**src/rtl/decode_unpack_pkg.sv**
```systemverilog
// Shared types and defaults for the LZS bit-stream unpacker.
// FSM states, default widths and a bits-mod-8 helper.
package decode_pkg;

    typedef enum logic [1:0] {
        IDLE,
        RUN,
        DRAIN
    } state_t;

    localparam int DEF_IN_W   = 64;
    localparam int DEF_LANE_W = 16;
    localparam int DEF_PEEK_W = 13;

    function automatic logic [2:0] mod8(input int unsigned bits);
        return 3'(bits % 8);
    endfunction

endpackage

```
**src/rtl/decode_unpack_if.sv**
```systemverilog
// Word input and token-parser peek/consume bundle for decode_unpack.
// master = producer/parser side, slave = the unpacker.
interface decode_unpack_if
    import decode_pkg::*;
#(
    parameter int IN_W   = DEF_IN_W,
    parameter int LANE_W = DEF_LANE_W,
    parameter int PEEK_W = DEF_PEEK_W
);
    localparam int CW = $clog2(PEEK_W + 1);
    localparam int BW = $clog2(2 * LANE_W + 1);

    logic              in_valid;
    logic              in_ready;
    logic [IN_W-1:0]   in_data;
    logic              in_last;
    logic [PEEK_W-1:0] out_data;
    logic              out_valid;
    logic [BW-1:0]     out_bits;
    logic              take;
    logic [CW-1:0]     take_width;
    logic              align;
    logic              done;
    logic              err_over;

    modport master (
        output in_valid, in_data, in_last, take, take_width, align,
        input  in_ready, out_data, out_valid, out_bits, done, err_over
    );

    modport slave (
        input  in_valid, in_data, in_last, take, take_width, align,
        output in_ready, out_data, out_valid, out_bits, done, err_over
    );
endinterface

```
**src/rtl/decode_unpack_wbuf.sv**
```systemverilog
// Single-word buffer that hands out LANE_W lanes in stream order.
// A new word may land on the edge its predecessor's last lane leaves.
module decode_unpack_wbuf
    import decode_pkg::*;
#(
    parameter int IN_W   = DEF_IN_W,
    parameter int LANE_W = DEF_LANE_W
) (
    input  logic              clk,
    input  logic              rst,
    input  logic              in_valid,
    input  logic              in_last,
    input  logic [IN_W-1:0]   in_data,
    input  logic              open,
    input  logic              refill,
    output logic              in_ready,
    output logic              lane_valid,
    output logic              lane_last,
    output logic [LANE_W-1:0] lane
);
    localparam int NL = IN_W / LANE_W;
    localparam int LB = LANE_W / 8;
    localparam int IW = (NL > 1) ? $clog2(NL) : 1;

    logic [IN_W-1:0]            word;
    logic [IW-1:0]              idx;
    logic                       full;
    logic                       last;
    logic                       last_lane;
    logic                       accept;
    logic [NL-1:0][LANE_W-1:0]  lanes;

    assign last_lane  = (idx == IW'(NL - 1));
    assign lane_valid = full;
    assign lane_last  = last && last_lane;
    // A closing word blocks further input until the stream restarts.
    assign in_ready   = open && (!full || (!last && refill && last_lane));
    assign accept     = in_valid && in_ready;
    assign lane       = lanes[idx];

    // Reorder bytes so the earliest stream byte sits at the lane MSB.
    always_comb begin
        lanes = '0;
        for (int j = 0; j < NL; j++)
            for (int k = 0; k < LB; k++)
                lanes[j][LANE_W-1-8*k -: 8] = word[8*(j*LB+k) +: 8];
    end

    // Load a word on accept, otherwise step the lane index per refill.
    always_ff @(posedge clk) begin
        if (rst) begin
            word <= '0;
            idx  <= '0;
            full <= 1'b0;
            last <= 1'b0;
        end else if (accept) begin
            word <= in_data;
            idx  <= '0;
            full <= 1'b1;
            last <= in_last;
        end else if (refill) begin
            if (last_lane) begin
                full <= 1'b0;
                idx  <= '0;
            end else begin
                idx <= idx + 1'b1;
            end
        end
    end
endmodule

```
**src/rtl/decode_unpack.sv**
```systemverilog
// LZS decode bit-stream unpacker: word buffer -> 2-lane shift window.
// Optional byte realignment when DECODE_UNPACK_ALIGN_EN is defined.
module decode_unpack
    import decode_pkg::*;
#(
    parameter int IN_W   = DEF_IN_W,
    parameter int LANE_W = DEF_LANE_W,
    parameter int PEEK_W = DEF_PEEK_W
) (
    input logic            clk,
    input logic            rst,
    decode_unpack_if.slave bus
);
    localparam int SREG_W = 2 * LANE_W;
    localparam int BW     = $clog2(SREG_W + 1);

    state_t             state, state_nx;
    logic [SREG_W-1:0]  sreg, s_take, s_align, sreg_nx, lane_top;
    logic [BW-1:0]      cnt, c_take, c_align, cnt_nx, n_take;
    logic [2:0]         n_align;
    logic               over, refill, accept, done_q, err_q;
    logic               lane_valid, lane_last;
    logic [LANE_W-1:0]  lane;

    decode_unpack_wbuf #(
        .IN_W   (IN_W),
        .LANE_W (LANE_W)
    ) u_wbuf (
        .clk        (clk),
        .rst        (rst),
        .in_valid   (bus.in_valid),
        .in_last    (bus.in_last),
        .in_data    (bus.in_data),
        .open       (state != DRAIN),
        .refill     (refill),
        .in_ready   (bus.in_ready),
        .lane_valid (lane_valid),
        .lane_last  (lane_last),
        .lane       (lane)
    );

    assign accept   = bus.in_valid && bus.in_ready;
    assign lane_top = {lane, {LANE_W{1'b0}}};

    // Window update: consume, optional byte align, then one-lane refill.
    always_comb begin
        over    = bus.take && (BW'(bus.take_width) > cnt);
        n_take  = !bus.take ? '0 : (over ? cnt : BW'(bus.take_width));
        s_take  = sreg << n_take;
        c_take  = cnt - n_take;
`ifdef DECODE_UNPACK_ALIGN_EN
        n_align = bus.align ? mod8(32'(c_take)) : 3'd0;
`else
        n_align = 3'd0;
`endif
        s_align = s_take << n_align;
        c_align = c_take - BW'(n_align);
        refill  = lane_valid && (c_align <= BW'(SREG_W - LANE_W));
        sreg_nx = refill ? (s_align | (lane_top >> c_align)) : s_align;
        cnt_nx  = refill ? (c_align + BW'(LANE_W)) : c_align;
    end

    // Stream lifecycle: start on first word, drain after last lane.
    always_comb begin
        state_nx = state;
        unique case (state)
            IDLE:    if (accept) state_nx = RUN;
            RUN:     if (refill && lane_last) state_nx = DRAIN;
            DRAIN:   if (cnt_nx == '0) state_nx = IDLE;
            default: state_nx = IDLE;
        endcase
    end

    // Window, FSM, done pulse and sticky over-consume flag.
    always_ff @(posedge clk) begin
        if (rst) begin
            state  <= IDLE;
            sreg   <= '0;
            cnt    <= '0;
            done_q <= 1'b0;
            err_q  <= 1'b0;
        end else begin
            state  <= state_nx;
            sreg   <= sreg_nx;
            cnt    <= cnt_nx;
            done_q <= (state == DRAIN) && (cnt_nx == '0);
            err_q  <= err_q | over;
        end
    end

    assign bus.out_data  = sreg[SREG_W-1 -: PEEK_W];
    assign bus.out_bits  = cnt;
    assign bus.out_valid = (cnt >= BW'(PEEK_W)) ||
                           ((state == DRAIN) && (cnt != '0));
    assign bus.done      = done_q;
    assign bus.err_over  = err_q;
endmodule

```
**src/flat_wrapper.sv**
```systemverilog
// flat-port wrapper written by rule: the top's interface ports become plain ports
module decode_unpack_flat import decode_pkg::*;
#(
    parameter int IN_W   = DEF_IN_W,
    parameter int LANE_W = DEF_LANE_W,
    parameter int PEEK_W = DEF_PEEK_W
)
  (clk, rst, bus_in_valid, bus_in_data, bus_in_last, bus_take, bus_take_width, bus_align, bus_in_ready, bus_out_data, bus_out_valid, bus_out_bits, bus_done, bus_err_over);
  decode_unpack_if #(.IN_W(IN_W), .LANE_W(LANE_W), .PEEK_W(PEEK_W)) bus_i ();
  input logic clk;
  input logic rst;
  input wire logic [$bits(bus_i.in_valid)-1:0] bus_in_valid;
  input wire logic [$bits(bus_i.in_data)-1:0] bus_in_data;
  input wire logic [$bits(bus_i.in_last)-1:0] bus_in_last;
  input wire logic [$bits(bus_i.take)-1:0] bus_take;
  input wire logic [$bits(bus_i.take_width)-1:0] bus_take_width;
  input wire logic [$bits(bus_i.align)-1:0] bus_align;
  output wire logic [$bits(bus_i.in_ready)-1:0] bus_in_ready;
  output wire logic [$bits(bus_i.out_data)-1:0] bus_out_data;
  output wire logic [$bits(bus_i.out_valid)-1:0] bus_out_valid;
  output wire logic [$bits(bus_i.out_bits)-1:0] bus_out_bits;
  output wire logic [$bits(bus_i.done)-1:0] bus_done;
  output wire logic [$bits(bus_i.err_over)-1:0] bus_err_over;
  assign bus_i.in_valid = bus_in_valid;
  assign bus_i.in_data = bus_in_data;
  assign bus_i.in_last = bus_in_last;
  assign bus_i.take = bus_take;
  assign bus_i.take_width = bus_take_width;
  assign bus_i.align = bus_align;
  assign bus_in_ready = bus_i.in_ready;
  assign bus_out_data = bus_i.out_data;
  assign bus_out_valid = bus_i.out_valid;
  assign bus_out_bits = bus_i.out_bits;
  assign bus_done = bus_i.done;
  assign bus_err_over = bus_i.err_over;
  decode_unpack #(.IN_W(IN_W), .LANE_W(LANE_W), .PEEK_W(PEEK_W)) u_core (.clk(clk), .rst(rst), .bus(bus_i));
endmodule
```
**config.mk**
```make
export PLATFORM = sky130hd
export DESIGN_NAME = decode_unpack_flat
export DESIGN_NICKNAME = d
export VERILOG_FILES = /design/src/rtl/decode_unpack_pkg.sv /design/src/rtl/decode_unpack_if.sv /design/src/rtl/decode_unpack_wbuf.sv /design/src/rtl/decode_unpack.sv /design/src/flat_wrapper.sv
export SDC_FILE = /design/constraint.sdc
export NUM_CORES = 1
export LEC_CHECK = 0
export CORE_MARGIN = 1.5
export CORE_UTILIZATION = 30
export DETAILED_ROUTE_END_ITERATION = 7
export GPL_TIMING_DRIVEN = 0
export HOLD_SLACK_MARGIN = 0.12
export PLACE_DENSITY = 0.49
export SLEW_MARGIN = 20
export SYNTH_ARGS = -nofsm -noshare
export SYNTH_HDL_FRONTEND = slang
export SYNTH_SLANG_ARGS = --single-unit
```
**constraint.sdc**
```tcl
create_clock -name clk -period 9.1 [get_ports clk]
set_clock_uncertainty 0.15 [all_clocks]
set_input_delay 1.82 -clock clk [delete_from_list [all_inputs] [get_ports clk]]
set_output_delay 1.82 -clock clk [all_outputs]
set_load 0.03 [all_outputs]
```
==> results.md <==
* Pre-antenna DRT Iters at 6
* Crit share post-route at 0.970
* Num Clock Sinks at 110
* Die area at between 0.02 and 0.025 mm²
* IO Port Bufs at 93
* Net count after synthesis at 950
* Layout area overhead at 23.5%
* Most frequent cells in the layout: nand2_1 (192), dfxtp_1 (110), a21oi_1 (94)
* Worst Tran Pin Value at approximately 0.84 ns
* CTS Buffer Depth at 2
* Area after DPL at 0.00851 mm²
* Status: complete, no violations
* Vias in the first global route at 6841
* Global-route wire length before repair at 38.8 mm
* Mapped Area at slightly above 0.007 mm²
* Num rows at 56
* Initial DRC count at 422
* Slew Viols, Final at 0
* Yosys reg bits at 110
* Placer congestion estimate at 0.914
* Post-route cell area at 0.00887 mm²
* Fin util at 0.378
* Initial antenna violation count at 0
* CP required at 7.13 ns
* Max VDD drop at roughly 0.17 mV
* Worst skew pair latency at approximately 0.37 ns
* Final hold violation count at 0
* CP endpoint kind: output pin
* Gate Count Post-Synth at around 860
* DR WL/cell at 19.0 µm
* Core area at 0.0235 mm²
* LEAKAGE at 3.28 nW
* Ant diodes at 0
* Layout cells sized above 1 at 0.140
* CTS tree: yes
* TritonCTS Buffers at 9
* Die Span Y at 158 µm
* Vias at ~7000
* Async S/R FF share, synth at 0
* Post-DRT Antenna Nets at 0
* Max FO, Critical Path at 10
* Post-synthesis sequential area ratio at 0.307
* Hpwl dp at approximately 20 mm
* Fillers at 2468
* Final setup fails at 0
* Worst setup SP type: input pin
* Post-synth EDFFs at 0
* Initial Util at 0.306
* Top_reg_cell synth: dfxtp_1
* Clk pin slew, worst setup/hold paths at 0.07 ns
* Width of the chip at 158 µm
* Clk root buf: clkbuf_16
* Critical path class: input pin to output pin
* Layout Nets at 1057
* DR vias/cell at 5.28
* Drc violations at 0
* Max_slew headroom at 0.440
* H-Tree Depth at 3
* Commonest non-fill, non-tap cell in the layout: nand2_1
* Routed WL at 24.7 mm
* GRT Util Overall at 0.204
* Mean area per synthesized cell at 8.31 µm²
* Total grt overflow at 0
* Hold Crit Class: register to register
* Yosys warnings at 0
* Min Tclk post-route at around 8.8 ns
* Max cap viols at 0
* Data arrival, critical path at 6.85 ns
* Yosys cell types at 73
* Largest net degree at the start of global routing at 24
* Pwr Density at 327 mW/mm²
* I/O pin cnt at 97
* Fmax at between 0.1 and 0.15 GHz
[worst paths after layout]
check / slack [ns] / depth (start not counted) / from / to
worst max register to register: 3.01 / 25 / u_core.bus.out_bits[1] / u_core.u_wbuf.word[55]
worst min register to register: 0.30 / 2 / u_core.u_wbuf.word[43] / u_core.u_wbuf.word[43]
worst min-delay path: 0.30 / 2 / u_core.u_wbuf.word[43] / u_core.u_wbuf.word[43]
worst max-delay path: 0.28 / 24 / bus_take_width[3] / bus_in_ready
[logic make-up after synthesis]
kind of cell | Yosys count | synth area share
simple gates | 300 | 0.180
xor+xnor | 4 | 0.00592
compound gates | 237 | 0.221
flops | 110 | 0.307
fa+ha+maj | 12 | 0.0219
buf+inv | 89 | 0.0660
other cells | 1 | 0.000522
mux | 111 | 0.198
[through the flow]
step / setup slack [ns] / total power, W / setup TNS (ns) / hold WS [ns] / cells
after floorplan: 0.682 / 0.00192 / 0 / 0.283 / 864
after global placement: -0.806 / 0.00244 / -0.806 / 0.289 / 1276
after detailed placement: -0.817 / 0.00244 / -0.817 / 0.293 / 1276
after CTS: 0.0391 / 0.00290 / 0 / 0.306 / 1295
after global routing: -0.00202 / 0.00310 / -0.00202 / 0.323 / 1295
final: 0.276 / 0.00291 / 0 / 0.303 / 1295
[area by class of cell]
class,count,area [µm²],area share
Timing Repair Buffer,96,948,0.107
Multi-Input combinational cell,665,4530,0.511
Sequential cell,110,2200,0.248
Clock buffer,9,225,0.0254
Tap cell,319,399,0.0450
Clock inverter,7,91.3,0.0103
Buffer,72,405,0.0457
Inverter,17,70.1,0.00790
[flip-flops by register name (all words and copies together), names as in the netlist]
name and flops:
u_core.u_wbuf.word 64, u_core.bus.out_bits 6, u_core.u_wbuf.idx 2, u_core.u_wbuf.last 1, u_core.u_wbuf.lane_valid 1, u_core.state 2
u_core.bus.err_over 1, u_core.bus.done 1, u_core.sreg 32
[Yosys cell counts, drive strengths merged (2+ instances only)]
master,instances,area (µm²)
o21ai,21,109
mux4,20,450
mux2i,64,666
clkbuf,26,97.6
ha,11,138
a22oi,47,353
a311oi,3,32.5
o21a,2,15.0
a21oi,97,500
nand4b,2,17.5
a31oi,4,25.0
nand4,7,58.8
a21o,2,15.0
nor2,55,235
inv,16,65.1
xnor2,3,33.8
a221oi,2,17.5
nor3,13,65.1
nand2,192,721
o22ai,6,37.5
a22o,4,35.0
nor2b,6,45.0
nand2b,6,37.5
buf,46,308
and2,4,25.0
nand3,9,50.1
dfxtp,110,2200
o221ai,13,114
a222oi,2,20.0
mux2,27,304
o211ai,8,73.8
a41o,2,20.0
a211oi,13,103
or3,2,12.5
[power breakdown]
part	internal (W)	switching, W	leakage [nW]
clock network	0.000200	0.000222	0.152
registers	0.000568	0.0000648	0.904
logic	0.000708	0.00114	2.22
total	0.00148	0.00143	3.28
[repair_timing]
action | in CTS | in global routing
setup endpoints to repair | 1 | 1
resized for setup | 7 | 5
buffers inserted | 3 | 0
hold buffers | 0 | 0
pin swaps | 2 | 1
[worst max-delay path, stage by stage]
cell             delay (ns)
clkdlybuf4s50_1        0.46
ha_2                   0.43
nand4_1                0.16
a31oi_1                0.27
a41o_2                 0.23
nor2_8                 0.08
buf_6                  0.18
buf_4                  0.20
inv_1                  0.07
ha_1                   0.15
inv_1                  0.06
fa_1                   0.46
a21o_1                 0.20
a21oi_2                0.18
xnor2_2                0.17
clkinv_2               0.11
ha_1                   0.26
inv_1                  0.09
a21o_1                 0.09
o311a_2                0.29
o21ai_2                0.17
or3_1                  0.35
a21oi_1                0.16
buf_2                  0.23
[routing by layer]
layer / GRT usage / vias up / wire, µm
met2: 0.339 / 229 / 11400
li1: - / 3341 / -
met5: 0 / - / 0
met3: 0.0260 / 30 / 1100
met4: 0.0580 / 0 / 492
met1: 0.276 / 3232 / 11600
Power figures use the tool's default switching activity.
